### src/rtl/usb_cdc_arb_pkg.sv
// Shared definitions for the usb_cdc IN-stream arbiter: FSM encodings, tag nibble
// and the round-robin pick helper.
package usb_cdc_arb_pkg;

    localparam logic [1:0] ST_IDLE = 2'd0;
    localparam logic [1:0] ST_HDR  = 2'd1;
    localparam logic [1:0] ST_DATA = 2'd2;

    localparam logic [3:0] TAG_NIBBLE = 4'hA;

    // First set bit of valid at or after ptr, wrapping modulo num; returned one-hot.
    function automatic logic [15:0] rr_pick(input logic [15:0] valid,
                                            input logic [3:0]  ptr,
                                            input logic [4:0]  num);
        logic [15:0] pick;
        logic        found;
        logic [4:0]  sum;
        logic [4:0]  idx;
        pick  = 16'h0000;
        found = 1'b0;
        for (int k = 0; k < 16; k++) begin
            sum = {1'b0, ptr} + 5'(k);
            idx = (sum >= num) ? (sum - num) : sum;
            if (!found && (5'(k) < num) && valid[idx[3:0]]) begin
                pick[idx[3:0]] = 1'b1;
                found          = 1'b1;
            end else begin
                pick = pick;
            end
        end
        return pick;
    endfunction

endpackage

### src/rtl/usb_cdc_in_arbiter_rr_picker.sv
// Combinational rotating-priority picker: one-hot winner plus its encoded index.
// Generic over NUM_REQ so other usb_cdc arbiters can reuse it.
module usb_cdc_rr_picker
    import usb_cdc_arb_pkg::*;
#(
    parameter int NUM_REQ = 4
) (
    input  logic [NUM_REQ-1:0] valid_i,
    input  logic [3:0]         ptr_i,
    output logic               any_o,
    output logic [NUM_REQ-1:0] onehot_o,
    output logic [3:0]         idx_o
);

    logic [15:0] valid_ext_s;
    logic [15:0] pick_s;

    // Widen to the helper's fixed width, pick, then encode the winner.
    always_comb begin
        valid_ext_s                = 16'h0000;
        valid_ext_s[NUM_REQ-1:0]   = valid_i;
        pick_s                     = rr_pick(valid_ext_s, ptr_i, 5'(NUM_REQ));
        onehot_o                   = pick_s[NUM_REQ-1:0];
        any_o                      = |valid_i;
        idx_o                      = 4'd0;
        for (int i = 0; i < 16; i++) begin
            idx_o = idx_o | (pick_s[i] ? 4'(i) : 4'd0);
        end
    end

endmodule

### src/rtl/usb_cdc_in_arbiter.sv
// Burst-granular round-robin arbiter feeding the usb_cdc IN byte stream through one
// registered stage. Define USB_CDC_ARB_TAG_EN to prefix each burst with {A, owner}.
module usb_cdc_in_arbiter
    import usb_cdc_arb_pkg::*;
#(
    parameter int NUM_REQ   = 4,
    parameter int MAX_BURST = 8
) (
    input  logic                 clk_i,
    input  logic                 rstn_i,
    input  logic                 configured_i,
    input  logic [8*NUM_REQ-1:0] req_data_i,
    input  logic [NUM_REQ-1:0]   req_valid_i,
    input  logic [NUM_REQ-1:0]   req_last_i,
    output logic [NUM_REQ-1:0]   req_ready_o,
    output logic [NUM_REQ-1:0]   grant_o,
    output logic [7:0]           in_data_o,
    output logic                 in_valid_o,
    input  logic                 in_ready_i
);

    logic [1:0]         state_q, state_d;
    logic [3:0]         rr_ptr_q, rr_ptr_d;
    logic [7:0]         burst_cnt_q, burst_cnt_d;
    logic [NUM_REQ-1:0] grant_q, grant_d;
    logic [3:0]         gidx_q, gidx_d;
    logic [7:0]         data_q, data_d;
    logic               valid_q, valid_d;
    logic               abort_q, abort_d;

    logic               pick_any_s;
    logic [NUM_REQ-1:0] pick_onehot_s;
    logic [3:0]         pick_idx_s;
    logic               free_s;
    logic               owner_valid_s;
    logic               owner_last_s;
    logic [7:0]         owner_data_s;
    logic               accept_s;
    logic               burst_done_s;
    logic [3:0]         next_ptr_s;

    usb_cdc_rr_picker #(.NUM_REQ(NUM_REQ)) u_picker (
        .valid_i  (req_valid_i),
        .ptr_i    (rr_ptr_q),
        .any_o    (pick_any_s),
        .onehot_o (pick_onehot_s),
        .idx_o    (pick_idx_s)
    );

    // Owner's stream selected by the one-hot grant; burst-end and pointer-advance terms.
    always_comb begin
        free_s        = ~valid_q | in_ready_i;
        owner_valid_s = |(req_valid_i & grant_q);
        owner_last_s  = |(req_last_i & grant_q);
        owner_data_s  = 8'h00;
        for (int i = 0; i < NUM_REQ; i++) begin
            owner_data_s = owner_data_s | (req_data_i[8*i +: 8] & {8{grant_q[i]}});
        end
        accept_s     = (state_q == ST_DATA) & configured_i & free_s & owner_valid_s;
        burst_done_s = owner_last_s | (({1'b0, burst_cnt_q} + 9'd1) == 9'(MAX_BURST));
        next_ptr_s   = (gidx_q == 4'(NUM_REQ - 1)) ? 4'd0 : (gidx_q + 4'd1);
    end

    // Only the owner sees ready, and only while the output stage can take a byte.
    always_comb begin
        if ((state_q == ST_DATA) && configured_i && free_s) begin
            req_ready_o = grant_q;
        end else begin
            req_ready_o = '0;
        end
    end

    // Arbitration FSM, burst counter and output register next-state.
    always_comb begin
        state_d     = state_q;
        rr_ptr_d    = rr_ptr_q;
        burst_cnt_d = burst_cnt_q;
        grant_d     = grant_q;
        gidx_d      = gidx_q;
        data_d      = data_q;
        valid_d     = valid_q;
        abort_d     = 1'b0;

        if (valid_q && in_ready_i) begin
            valid_d = 1'b0;
        end else begin
            valid_d = valid_q;
        end
        // A byte still pending one cycle after an abort is discarded.
        if (abort_q) begin
            valid_d = 1'b0;
        end else begin
            abort_d = 1'b0;
        end

        case (state_q)
            ST_IDLE: begin
                if (configured_i && pick_any_s) begin
                    grant_d     = pick_onehot_s;
                    gidx_d      = pick_idx_s;
                    burst_cnt_d = 8'd0;
`ifdef USB_CDC_ARB_TAG_EN
                    state_d     = ST_HDR;
`else
                    state_d     = ST_DATA;
`endif
                end else begin
                    state_d = ST_IDLE;
                end
            end
`ifdef USB_CDC_ARB_TAG_EN
            ST_HDR: begin
                if (!configured_i) begin
                    state_d  = ST_IDLE;
                    grant_d  = '0;
                    rr_ptr_d = next_ptr_s;
                    abort_d  = 1'b1;
                end else if (free_s) begin
                    data_d  = {TAG_NIBBLE, gidx_q};
                    valid_d = 1'b1;
                    state_d = ST_DATA;
                end else begin
                    state_d = ST_HDR;
                end
            end
`endif
            ST_DATA: begin
                if (!configured_i) begin
                    state_d  = ST_IDLE;
                    grant_d  = '0;
                    rr_ptr_d = next_ptr_s;
                    abort_d  = 1'b1;
                end else if (accept_s) begin
                    data_d      = owner_data_s;
                    valid_d     = 1'b1;
                    burst_cnt_d = burst_cnt_q + 8'd1;
                    if (burst_done_s) begin
                        state_d  = ST_IDLE;
                        grant_d  = '0;
                        rr_ptr_d = next_ptr_s;
                    end else begin
                        state_d = ST_DATA;
                    end
                end else begin
                    state_d = ST_DATA;
                end
            end
            default: begin
                state_d = ST_IDLE;
                grant_d = '0;
            end
        endcase
    end

    // State registers with asynchronous active-low reset.
    always_ff @(posedge clk_i or negedge rstn_i) begin
        if (!rstn_i) begin
            state_q     <= ST_IDLE;
            rr_ptr_q    <= 4'd0;
            burst_cnt_q <= 8'd0;
            grant_q     <= '0;
            gidx_q      <= 4'd0;
            data_q      <= 8'h00;
            valid_q     <= 1'b0;
            abort_q     <= 1'b0;
        end else begin
            state_q     <= state_d;
            rr_ptr_q    <= rr_ptr_d;
            burst_cnt_q <= burst_cnt_d;
            grant_q     <= grant_d;
            gidx_q      <= gidx_d;
            data_q      <= data_d;
            valid_q     <= valid_d;
            abort_q     <= abort_d;
        end
    end

    assign grant_o    = grant_q;
    assign in_data_o  = data_q;
    assign in_valid_o = valid_q;

endmodule

### config.mk
export PLATFORM = sky130hd
export DESIGN_NAME = usb_cdc_in_arbiter
export DESIGN_NICKNAME = d
export VERILOG_FILES = /design/src/rtl/usb_cdc_arb_pkg.sv /design/src/rtl/usb_cdc_in_arbiter_rr_picker.sv /design/src/rtl/usb_cdc_in_arbiter.sv
export SDC_FILE = /design/constraint.sdc
export NUM_CORES = 1
export LEC_CHECK = 0
export ABC_CLOCK_PERIOD_IN_PS = 4300
export BUFFER_PORTS_ARGS = -buffer_cell sky130_fd_sc_hd__buf_4
export CORE_MARGIN = 4
export CORE_UTILIZATION = 41
export CTS_BUF_LIST = sky130_fd_sc_hd__clkbuf_8
export DETAILED_ROUTE_END_ITERATION = 6
export PLACE_DENSITY_LB_ADDON = 0.25
export SLEW_MARGIN = 0
export SYNTH_ARGS = -nofsm -noshare
export SYNTH_HDL_FRONTEND = slang
export SYNTH_SLANG_ARGS = --single-unit
### constraint.sdc
create_clock -name clk_i -period 4.3 [get_ports clk_i]
set_clock_uncertainty 0.2 [all_clocks]
set_input_delay 0.645 -clock clk_i [delete_from_list [all_inputs] [get_ports clk_i]]
set_output_delay 0.645 -clock clk_i [all_outputs]
set_load 0.03 [all_outputs]
After elaboration in Yosys (flattened, before gate mapping)
Index checks and enable logic that the tools add are counted.
{ "word_totals": {"reg_bits": 32, "in_bits": 44, "elab_cells": 164} }
{ "op_classes": {"addsub": 10, "bitwise_logic": 32, "n_reduce_logical": 24, "order_cmp": 12, "n_eq_ne": 10, "muxes": 68} }
{ "op_table": {"columns": ["cell", "n"], "rows": [
  ["2-to-1 mux 4 bit", 21],
  ["2-to-1 mux 16 bit", 4],
  ["bitwise OR 4 bit", 14],
  ["bitwise OR 16 bit", 3],
  ["bitwise AND 8 bit", 4],
  ["2-to-1 mux 8 bit", 3],
  ["bitwise OR 8 bit", 3],
  ["less-than comparator 4 x 5 -> 1 bit (second input constant)", 4],
  ["2-to-1 mux 1 bit", 19],
  ["binary-select mux 1 bit (select 4 bit)", 4],
  ["demux 1 bit (select 4 bit)", 4],
  ["greater-or-equal comparator 4 x 1 -> 1 bit (second input constant)", 4],
  ["one-hot mux 8 bit (2 select lines)", 1],
  ["subtractor 4 x 3 -> 4 bit (second input constant)", 4],
  ["greater-or-equal comparator 5 x 3 -> 1 bit (second input constant)", 3],
  ["2-to-1 mux 2 bit", 6],
  ["2-to-1 mux 3 bit", 4],
  ["OR reduction 4 bit", 3],
  ["logical AND 1 bit", 11],
  ["adder 4 x 2 -> 5 bit (second input constant)", 2],
  ["adder 8 x 1 -> 9 bit (second input constant)", 1],
  ["equality test 9 x 4 -> 1 bit (second input constant)", 1],
  ["AND reduction 3 bit", 3],
  ["adder 8 x 1 -> 8 bit (second input constant)", 1],
  ["19 further kinds", 29]
]} }

Logic depth before layout (Yosys ltp)
Gate-level depths: netlist of run 1.
{ "logic_depth": {"word_depth": 29, "mapped_depth": 11} }

Hierarchy
Synthesis of run 1 repeated with hierarchy kept, for this count alone.
{ "hier_totals": {"cells_unflattened": 293, "area_unflattened_um2": 2580.0} }
{ "by_module_without_submodules": {"columns": ["mod", "instances", "area_per_inst_um2", "cells_each"], "rows": [
  ["usb_cdc_in_arbiter", 1, 1796.7, 205],
  ["usb_cdc_rr_picker", 1, 783.3, 88]
]} }

Worst setup path after synthesis of run 1
No wires, ideal clock.
{ "synth_path": {"path_type": "register to register", "start": "register rr_ptr_q[0]", "end": "register grant_q[0], in the netlist grant_o[0]", "t_arrival_ns": 2.361, "n_path_buf": 2, "synth_period_minus_slack_ns": 2.663, "path_stages_with_launch": 12, "path_slack_ns": 1.637, "setup_ns": 0.101, "required_ns": 3.999, "path_cell_list": "dfrtp_1 buf_6 inv_1 ha_1 clkbuf_1 xnor2_1 ha_1 o21ai_0 a31oi_1 a2111oi_4 nand2_1 o311ai_2"} }
{ "synth_between": {"elab_chain_cells": 16, "word_cells_on_any_way": 61} }
{ "synth_rtl": {"columns": ["element", "line_no", "rtl"], "rows": [
  ["from (decl)", "usb_cdc_in_arbiter.sv:23", "logic [3:0] rr_ptr_q, rr_ptr_d;"],
  ["from (signal assigned)", "usb_cdc_in_arbiter.sv:168", "rr_ptr_q <= rr_ptr_d;"],
  ["parallel branches: the longest is 13 deep, another holds adder 4 x 1 -> 5 bit", null, null],
  ["2-to-1 mux 16 bit (*)", "usb_cdc_arb_pkg.sv:24", "if (!found && (5'(k) < num) && valid[idx[3:0]]) begin"],
  ["2-to-1 mux 4 bit (*)", "usb_cdc_in_arbiter.sv:98", "if (configured_i && pick_any_s) begin"],
  ["one-hot mux 4 bit (2 select lines) (*)", "usb_cdc_in_arbiter.sv:96", "case (state_q)"],
  ["to (signal assigned)", "usb_cdc_in_arbiter.sv:170", "grant_q <= grant_d;"],
  ["to (decl)", "usb_cdc_in_arbiter.sv:25", "logic [NUM_REQ-1:0] grant_q, grant_d;"]
]} }
Every way passes the cells marked *. The select of a mux whose other input is x is not followed.
A chain may end at the register's enable or synchronous reset.

Worst setup path after layout of run 1
{ "layout_path": {"start": "register rr_ptr_q[1]", "end": "register grant_q[0], in the netlist grant_o[0]"} }
Same word-level chain as after synthesis.

==> flow_metrics.py, run 1 <==
metrics = {
    "worst_setup_path": {
        "crit-reg2reg-launch": "rr_ptr_q[1]",
        "critical_path_buf_inv_count": 1,
        "cp.required_ns": 4.28,
        "cpMaxStageDelayCell": "dfrtp_1",
        "worstSetupPathType": "reg -> reg",
        "cpLargestDelayFamily": "compound AO/OA/AOI/OAI gates",
        "cp_common_cell": "ha_1",
        "path_cells": "inv_1 > ha_1 > a21oi_1 > xor2_1 > ha_1 > o21ai_0 > a31oi_1 > a2111oi_4 > nand2_1 > o311ai_2",
        "max_stage_delay_ns": 0.55,
        "crit_path_max_fanout": 9,
        "crit_path_start_kind": "flip-flop",
        "worstPathArrival_ns": 3.01,
        "crit_start": "rr_ptr_q[1]",
        "cp-end-kind": "flip-flop",
    },
    "die": {
        "core_area_mm2": 0.005140,
        "dieArea_mm2": 0.006567,
        "fp.dieH_um": 81.04,
        "ios": 61,
        "rows": 26,
        "dieWidth_um": 81.04,
        "start_util_pct": 42.55,
    },
    "power": {
        "ir_drop_v": 0.0004162,
        "pwr-share-seq_pct": 30.2,
        "switching_share_pct": 47.73,
        "p_sw_mw": 0.8648,
        "leakage_nw": 1.229,
        "p_comb_share_pct": 57.2,
        "powerDensity_mw_per_mm2": 658.8,
        "clockPowerShare_pct": 12.6,
        "intPower_mw": 0.9469,
        "power_mw": 1.812,
    },
    "logic_synthesis": {
        "syn_area_per_cell_um2": 9.075,
        "synth_cell_type_count": 48,
        "synth_nets": 297,
        "synth-main-ff-cell": "dfrtp_1",
        "yosys.area.top_type": "dfrtp_1",
        "yosys.area.top_type_share_pct": 35.47,
        "yosys_warnings": 0,
        "syn-cell-area_mm2": 0.002187,
        "synth-edff-count": 0,
        "synthArstFlopShare_pct": 100.0,
        "syn-instance-count": 241,
        "synth-seq-cells": 31,
        "synth.area.top_cells": "dfrtp_1, ha_1, o21ai_0",
        "yosysSeqAreaShare_pct": 35.47,
    },
    "clock_network": {
        "ctsHtreeMaxLevel": 2,
        "cts_sinks": 31,
        "numCtsBuffers": 5,
        "hold_buffers": 0,
        "ctsLongestPathBuffers": 2,
        "cts.repair.resized": 0,
        "clkTransAtPathRegs_ns": 0.06,
        "cts_root_buffer": "clkbuf_8",
        "clock_latency_ns": 0.28,
        "cts_tree": "built",
        "post_cts_buffers": 0,
    },
    "layout": {
        "design_area_mm2": 0.002750,
        "syn_to_final_growth_pct": 25.74,
        "antenna_cells": 0,
        "layout.nets": 350,
        "fin_util_pct": 53.51,
        "final_common_cell": "buf_4",
        "final_cell_mix": "buf_4, dfrtp_1, nand2_1",
        "instances_no_fill": 364,
        "drive_gt1_share_pct": 25.85,
    },
    "place": {
        "globalplace.congestion": 0.8337,
        "portBuffers": 60,
        "place_hpwl_um": 4320,
        "placedCellCount": 357,
        "placed_area_mm2": 0.002663,
    },
    "sta": {
        "max_freq_mhz": 330.7,
        "tns_ns": 0,
        "rsz0062_at_grt": "no",
        "slew_headroom_pct": 30.33,
        "worstMarginPinSlew_ns": 1.045,
        "min_period_over_period_pct": 70.32,
        "fin_crit_ns": 3.024,
        "hold_violations": 0,
        "slew_viol_final": 0,
        "setup_viol": 0,
    },
    "outcome": {
        "status": "complete, no violations",
    },
    "routing": {
        "initialDrtViolationCount": 89,
        "dr.pass1.iters": 4,
        "route.detailed.drc": 0,
        "drtAntennaViolNets": 0,
        "vias_per_cell": 5.574,
        "wl_um": 5851,
        "avgRoutedWirePerCell_um": 16.07,
        "route.vias.total": 2029,
    },
    "global_route": {
        "track_usage_pct": 18.35,
        "grt_max_degree": 32,
        "first_global_vias": 1957,
        "grt_pass1_wl_um": 9370,
        "antenna_found_initial": 0,
        "grt-ovfl-total": 0,
    },
    "hold_path": {
        "min_path_type": "in -> async",
    },
    "job": {
        "maxCapViolations": 0,
    },
}
[metrics by stage]
stage | worst slack (ns) | hold slack [ns]
4_1_cts | 1.274 | 0.1030
5_1_grt | 1.039 | 0.1193
3_5_place_dp | 1.290 | 0.2256
3_3_place_gp | 1.337 | 0.2205
2_1_floorplan | 1.637 | 0.1494
6_report | 1.276 | 0.09062
[cell families (layout without fill, tap and decap cells)]
| kind of cell | after synthesis | after routing | synth area share [%] |
|---|---|---|---|
| DFF | 31 | 31 | 35.47 |
| buffers and inverters | 26 | 79 | 4.920 |
| AOI/OAI and AO/OA | 82 | 82 | 27.63 |
| xor gates and xnor gates | 8 | 8 | 3.204 |
| adders and majority gates | 12 | 12 | 6.865 |
| and+or+nand+nor | 75 | 75 | 16.48 |
| muxes | 7 | 7 | 5.435 |
[power by group through the flow]
stage	Clock, mW	Sequential [mW]	Combinational [mW]
floorplan	0	0.559	0.729
global placement	0	0.547	1.02
detailed placement	0	0.551	1.03
CTS	0.232	0.545	1.04
global route	0.247	0.568	1.16
finish	0.228	0.546	1.04
[worst register-to-register path, cell delays in order, from the launching register on]
cell	delay (ns)
dfrtp_1	0.55
inv_1	0.17
ha_1	0.23
a21oi_1	0.24
xor2_1	0.23
ha_1	0.27
o21ai_0	0.18
a31oi_1	0.09
a2111oi_4	0.41
nand2_1	0.15
o311ai_2	0.22
[routing by layer]
layer	vias up	global-route usage [%]	wire length, um
met2	28	31.61	3109
met3	11	2.106	134
met4	0	6.250	116
met1	981	23.80	2491
met5	-	0	0
li1	1009	-	-
[cell usage after synthesis (5+ instances only)]
master and n:
dfrtp_1 31, nand2_1 25, o21ai_0 24, nor2_1 15
nand3_1 13, ha_1 12, inv_1 12, clkbuf_1 10
a22o_1 9, a221oi_1 8, a21oi_1 7, a22oi_1 5
a31oi_1 5, xor2_1 5
[cell type report]
type	instances	area (um2)
multi-input cells	184	1304
fillers	494	2390
well taps	70	87.58
clock inverters	1	5.005
flip-flops and latches	31	775.7
repair buffers	60	450.4
clock buffers	6	82.58
inverters	12	45.04
[final timing paths]
kind	to	slack (ns)	cells after the start
max	grant_o[0]	1.28	10
min	burst_cnt_q[7]	0.09	1
max reg2reg	grant_o[0]	1.28	10
min reg2reg	in_valid_o	0.23	1
max in group asynchronous	gidx_q[2]	3.52	1
min in group clk_i	in_valid_o	0.23	1
[flip-flops by register name, summed over array words and instances (netlist names)]
register,cells
in_valid_o,1
grant_o,4
burst_cnt_q,8
state_q,1
abort_q,1
gidx_q,4
in_data_o,8
rr_ptr_q,4
Power figures use the tool's default switching activity.
==> run 2, diff against run 1 <==
--- a/config.mk
+++ b/config.mk
@@ -5,7 +5,8 @@
 export SDC_FILE = /design/constraint.sdc
 export NUM_CORES = 1
 export LEC_CHECK = 0
-export ABC_CLOCK_PERIOD_IN_PS = 4300
+export ABC_AREA = 1
+export ABC_CLOCK_PERIOD_IN_PS = 2900
 export BUFFER_PORTS_ARGS = -buffer_cell sky130_fd_sc_hd__buf_4
 export CORE_MARGIN = 4
 export CORE_UTILIZATION = 41
==> constraint.sdc (replaced) <==
create_clock -name clk_i -period 2.9 [get_ports clk_i]
set_clock_uncertainty 0.2 [all_clocks]
set_input_delay 0.435 -clock clk_i [delete_from_list [all_inputs] [get_ports clk_i]]
set_output_delay 0.435 -clock clk_i [all_outputs]
set_load 0.03 [all_outputs]
==> run 2 against run 1 <==
  * Count of clock-buffer cells in the layout is 1 higher
  * Area after synthesis is 5.5% higher
  * Fmax is 19% higher
  * Non-clock buffer count is 8 higher
  * Clock power is 63% higher
  * Sequential share of layout area is 2.0 points lower
  * Largest power group unchanged
  * Highest routed layer unchanged
==> flow_metrics.py, run 2 <==
metrics = {
    "logic_synthesis": {
        "synth.area.top_cells": "dfrtp_1, nand2_1, ha_1",
        "yosys.area.top_type_share_pct": 33.62,
        "synthSimpleGateAreaFrac_pct": 35.25,
        "syn-cell-area_mm2": 0.002307,
        "synth_nets": 381,
        "synthMuxAreaShare_pct": 0.4338,
        "synth_most_common_cell": "nand2_1",
        "synth_compound_area_share_pct": 12.74,
        "yosys.area.top_type": "dfrtp_1",
        "synth-edff-count": 0,
        "yosys_warnings": 0,
        "synth_cell_type_count": 38,
        "synthAdderAreaFrac_pct": 6.508,
        "yosysSeqAreaShare_pct": 33.62,
        "synthArstFlopShare_pct": 100.0,
        "synth_top_family_by_area": "simple AND/OR/NAND/NOR gates",
        "synth-seq-cells": 31,
        "synth-main-ff-cell": "dfrtp_1",
        "synth_xor_area_share_pct": 2.603,
        "syn-instance-count": 325,
        "synth_common_cells": "nand2_1, inv_1, dfrtp_1",
        "syn_area_per_cell_um2": 7.099,
    },
    "worst_setup_path": {
        "worstPathArrival_ns": 2.57,
        "cp-end-kind": "flip-flop",
        "crit-reg2reg-launch": "rr_ptr_q[0]",
        "worstSetupPathType": "reg -> reg",
        "cp.required_ns": 2.92,
        "crit_path_max_fanout": 8,
        "max_stage_delay_ns": 0.50,
        "cp_common_cell": "nand2_1",
        "crit_start": "rr_ptr_q[0]",
        "cpMaxStageDelayCell": "dfrtp_1",
        "path_cells": "inv_2 > ha_1 > inv_1 > nand2_1 > nand2_1 > inv_1 > ha_1 > nand2_1 > nand2_1 > inv_1 > nand2_1 > o22ai_1 > nand3_1 > nor3_1 > nor2_1 > nand2_1 > nand2_1 > nand2_1",
        "crit_path_start_kind": "flip-flop",
    },
    "place": {
        "portBuffers": 60,
        "globalplace.congestion": 0.9008,
        "dp_slack_ns": 0.3045,
        "placed_area_mm2": 0.002854,
        "place_hpwl_um": 4385,
    },
    "die": {
        "ios": 61,
        "rows": 27,
        "dieArea_mm2": 0.006891,
        "core_area_mm2": 0.005473,
        "dieWidth_um": 83.02,
        "start_util_pct": 42.16,
        "fp.dieH_um": 83.02,
    },
    "hold_path": {
        "min_path_type": "in -> reg",
        "min_from": "configured_i",
    },
    "global_route": {
        "grt-ovfl-total": 0,
        "first_global_vias": 2111,
        "grt_pass1_wl_um": 9653,
        "track_usage_pct": 16.52,
        "antenna_found_initial": 0,
        "grt_max_degree": 32,
    },
    "layout": {
        "syn_to_final_growth_pct": 28.52,
        "design_area_mm2": 0.002965,
        "drive_gt1_share_pct": 25.51,
        "final_common_cell": "nand2_1",
        "final_cell_mix": "nand2_1, buf_4, inv_1",
        "layout.nets": 447,
        "antenna_cells": 0,
    },
    "clock_network": {
        "cts_root_buffer": "clkbuf_8",
        "numCtsBuffers": 5,
        "ctsLongestPathBuffers": 2,
        "cts_sinks": 31,
        "clkTransAtPathRegs_ns": 0.06,
        "clock_latency_ns": 0.28,
        "cts_tree": "built",
        "ctsHtreeMaxLevel": 2,
        "post_cts_buffers": 0,
    },
    "routing": {
        "route.vias.total": 2289,
        "drtAntennaViolNets": 0,
        "dr.pass1.iters": 5,
        "wl_um": 5686,
        "route.detailed.drc": 0,
        "initialDrtViolationCount": 70,
        "vias_per_cell": 4.933,
        "avgRoutedWirePerCell_um": 12.25,
    },
    "sta": {
        "slew_headroom_pct": 68.78,
        "hold_slack_ns": 0.1396,
        "tns_ns": 0,
        "slew_viol_final": 0,
        "max_freq_mhz": 392.4,
        "worstMarginPinSlew_ns": 0.4682,
        "min_period_over_period_pct": 87.88,
        "setup_viol": 0,
        "rsz0062_at_grt": "no",
        "hold_violations": 0,
        "fin_ws_ns": 0.3516,
        "fin_crit_ns": 2.548,
    },
    "power": {
        "power_mw": 2.605,
        "leakage_nw": 1.592,
        "ir_drop_v": 0.0004484,
        "powerDensity_mw_per_mm2": 878.3,
    },
    "job": {
        "maxCapViolations": 0,
    },
    "outcome": {
        "status": "complete, no violations",
    },
}
-- run 2: changes by cell type after synthesis, moves of 5 or more --
cell and change:
o21ai_0 -10, nand2_1 +93, a22o_1 -9, nand4_1 +6
inv_1 +23, nand3_2 +6, a21oi_1 -5, a31oi_1 -5
nand3_1 +6, o22ai_1 +5, inv_2 +6
-- run 2: kinds of logic after synthesis --
| group | count (synthesis) |
|---|---|
| AOI/OAI and AO/OA | 43 |
| and+or+nand+nor | 181 |
| muxes | 1 |
| xor gates and xnor gates | 6 |
| DFF | 31 |
| buffers and inverters | 51 |
| adders and majority gates | 12 |
-- run 2: power breakdown --
group,internal [mW],switching [mW],leakage [nW]
Combinational,0.571,0.979,1.12
Clock,0.213,0.158,0.0557
Sequential,0.567,0.116,0.414
Total,1.35,1.25,1.59
-- run 2: per-layer routing --
| metal | GRT usage (%) | wire, um | up-vias |
|---|---|---|---|
| li1 | - | - | 1187 |
| met3 | 5.060 | 497 | 5 |
| met1 | 21.91 | 2599 | 1020 |
| met2 | 26.17 | 2546 | 77 |
| met5 | 0 | 0 | - |
| met4 | 4.309 | 42 | 0 |
-- run 2: worst paths after layout --
kind / end / slack (ns) / cells after the start
min in group asynchronous: burst_cnt_q[5] / 0.42 / 2
min reg2reg: in_valid_o / 0.23 / 1
min: abort_q / 0.14 / 2
max: gidx_q[1] / 0.35 / 18
max in group asynchronous: rr_ptr_q[1] / 1.77 / 2
max reg2reg: gidx_q[1] / 0.35 / 18
-- run 2: through the flow --
step	utilization [%]	std cells
after floorplan	-	325
after global placement	52.15	455
after detailed placement	52.15	455
after CTS	54.16	464
after global routing	54.18	464
final	54.18	464
-- run 2: layout make-up --
type,instances,area (um2)
clock buffers,7,96.34
well taps,72,90.09
clock inverters,1,3.754
inverters,42,157.7
fillers,544,2507
repair buffers,68,513.0
multi-input cells,243,1328
flip-flops and latches,31,777.0
-- run 2: repair_timing --
| action | in CTS | in global routing |
|---|---|---|
| gates resized for setup | 0 | 1 |
| endpoints found under the hold margin | 31 | 0 |
| setup endpoints to repair | 0 | 2 |
| hold buffers | 1 | 0 |
-- run 2: worst max-delay path: cells and delay by family (launching register included) --
family / cells / cell delay (ns)
compound gates: 1 / 0.12
fa+ha+maj: 2 / 0.44
buf+inv: 4 / 0.29
flops: 1 / 0.50
simple gates: 11 / 0.93
==> run 3, diff against run 2 <==
--- a/config.mk
+++ b/config.mk
@@ -5,7 +5,6 @@
 export SDC_FILE = /design/constraint.sdc
 export NUM_CORES = 1
 export LEC_CHECK = 0
-export ABC_AREA = 1
 export ABC_CLOCK_PERIOD_IN_PS = 2900
 export BUFFER_PORTS_ARGS = -buffer_cell sky130_fd_sc_hd__buf_4
 export CORE_MARGIN = 4
@@ -13,6 +12,7 @@
 export CTS_BUF_LIST = sky130_fd_sc_hd__clkbuf_8
 export DETAILED_ROUTE_END_ITERATION = 6
 export PLACE_DENSITY_LB_ADDON = 0.25
+export REMOVE_ABC_BUFFERS = 1
 export SLEW_MARGIN = 0
 export SYNTH_ARGS = -nofsm -noshare
 export SYNTH_HDL_FRONTEND = slang
==> constraint.sdc (replaced) <==
create_clock -name clk_i -period 2.9 [get_ports clk_i]
set_clock_uncertainty 0.2 [all_clocks]
set_input_delay 0.435 -clock clk_i [delete_from_list [all_inputs] [get_ports clk_i]]
set_output_delay 0.435 -clock clk_i [all_outputs]
set_load 0.1 [all_outputs]
==> run 3 against run 2 <==
  * Sequential cell count is the same
  * Cell count shrank 17%
  * Combinational power grew 49%
  * Non-clock buffer count grew 10
  * Total power grew 33%
  * Utilization grew 2.9 points
  * Count of clock-buffer cells in the layout shrank 1
  * Die area shrank 4.7%
  * Via count shrank 7.1%
  * Critical path type unchanged
  * Critical endpoint is now grant_o[0]
==> flow_metrics.py, run 3 (synthesis gave the netlist of run 1 again) <==
metrics = {
    "worst_setup_path": {
        "worstSetupPathType": "reg -> reg",
        "max_stage_delay_ns": 0.44,
        "worstPathArrival_ns": 2.75,
        "crit_path_start_kind": "flip-flop",
        "cp-end-kind": "flip-flop",
        "reg2reg_depth": 10,
        "cp_common_cell": "ha_1",
        "cpMaxStageDelayCell": "a2111oi_4",
        "path_cells": "inv_2 > ha_1 > a21oi_2 > xor2_1 > ha_1 > o21ai_1 > a31oi_1 > a2111oi_4 > nand2_1 > o311ai_2",
        "crit_path_max_fanout": 4,
        "cp.required_ns": 2.88,
    },
    "clock_network": {
        "clkTransAtPathRegs_ns": 0.07,
        "ctsLongestPathBuffers": 2,
        "clock_latency_ns": 0.28,
        "ctsHtreeMaxLevel": 2,
        "cts_root_buffer": "clkbuf_8",
        "cts_tree": "built",
        "cts_sinks": 31,
        "numCtsBuffers": 5,
    },
    "die": {
        "ios": 61,
        "start_util_pct": 42.55,
        "fp.dieH_um": 81.04,
        "core_area_mm2": 0.005140,
        "rows": 26,
        "dieWidth_um": 81.04,
        "dieArea_mm2": 0.006567,
    },
    "global_route": {
        "grt_pass1_wl_um": 9211,
        "antenna_found_initial": 0,
        "grt_max_degree": 32,
        "track_usage_pct": 18.05,
        "first_global_vias": 1905,
        "grt-ovfl-total": 0,
    },
    "outcome": {
        "status": "complete, no violations",
    },
    "hold_path": {
        "min_path_type": "in -> reg",
        "hold_depth": 2,
    },
    "routing": {
        "drtAntennaViolNets": 0,
        "route.detailed.drc": 0,
        "route.vias.total": 2126,
        "avgRoutedWirePerCell_um": 15.03,
        "wl_um": 5756,
        "dr.pass1.iters": 5,
        "initialDrtViolationCount": 174,
        "vias_per_cell": 5.551,
    },
    "sta": {
        "fin_crit_ns": 2.766,
        "setup_viol": 0,
        "slew_viol_final": 0,
        "min_period_over_period_pct": 95.39,
        "max_freq_mhz": 361.5,
        "hold_slack_ns": 0.1622,
        "worstMarginPinSlew_ns": 0.6550,
        "hold_violations": 0,
        "slew_headroom_pct": 56.34,
        "tns_ns": 0,
    },
    "place": {
        "globalplace.congestion": 0.8349,
        "portBuffers": 60,
        "place_hpwl_um": 4325,
    },
    "power": {
        "leakage_nw": 1.332,
        "ir_drop_v": 0.0006396,
        "powerDensity_mw_per_mm2": 1177,
    },
    "job": {
        "maxCapViolations": 0,
    },
    "layout": {
        "drive_gt1_share_pct": 31.63,
        "final_cell_mix": "buf_4, dfrtp_1, nand2_1",
        "syn_to_final_growth_pct": 34.27,
        "antenna_cells": 0,
        "final_common_cell": "buf_4",
        "layout.nets": 368,
    },
}
-- run 3: critical path: cells and delay by family, from the launching register on --
kind            cells  cell delay (ns)
flops               1             0.42
buf+inv             1             0.07
fa+ha+maj           2             0.50
xor+xnor            1             0.23
simple gates        1             0.16
compound gates      5             1.10
-- run 3: per-stage QoR --
step	instance area [um2]	power (mW)	setup slack, ns	util, %	cells
6_report	2937	3.456	0.1336	57.13	383
5_1_grt	2937	3.713	-0.1355	57.13	383
4_1_cts	2880	3.330	0.1126	56.04	378
3_5_place_dp	2753	2.882	0.1351	53.55	369
3_3_place_gp	2753	2.854	0.2382	53.55	369
2_1_floorplan	2125	2.302	-0.1895	-	227
-- run 3: path summary, 6_finish.rpt --
path                         startpoint        endpoint  slack [ns]
max reg2reg                 rr_ptr_q[1]      grant_o[0]        0.13
min                        configured_i         abort_q        0.16
max                         rr_ptr_q[1]      grant_o[0]        0.13
min reg2reg                     abort_q      in_valid_o        0.23
max in group asynchronous        rstn_i     rr_ptr_q[1]        1.76
min in group asynchronous        rstn_i  burst_cnt_q[5]        0.41
-- run 3: where the power goes --
group	internal, mW	switching (mW)
clock network	0.278	0.161
logic	0.825	1.49
registers	0.576	0.127
total	1.68	1.78
-- run 3: repair_timing --
item / in CTS / in global routing
endpoints found under the hold margin: 31 / 0
hold buffers: 1 / 0
gates resized for setup: 0 / 7
buffers inserted: 0 / 5
endpoints found under the setup margin: 0 / 4
-- run 3: final cells by class --
cell class / instances / area (um2)
fill: 475 / 2203
sequential: 31 / 777.0
multi-input combinational: 184 / 1321
tap: 70 / 87.58
timing repair buffer: 78 / 588.1
clock buffer: 6 / 82.58
clock inverter: 2 / 35.03
inverter: 12 / 45.04
-- run 3: metal layers --
metal	global-route usage (%)	routed length, um	vias up
li1	-	-	1048
met1	23.19	2543	1002
met2	29.06	2618	68
met3	4.656	499	8
met4	6.926	94	0
met5	0	0	-
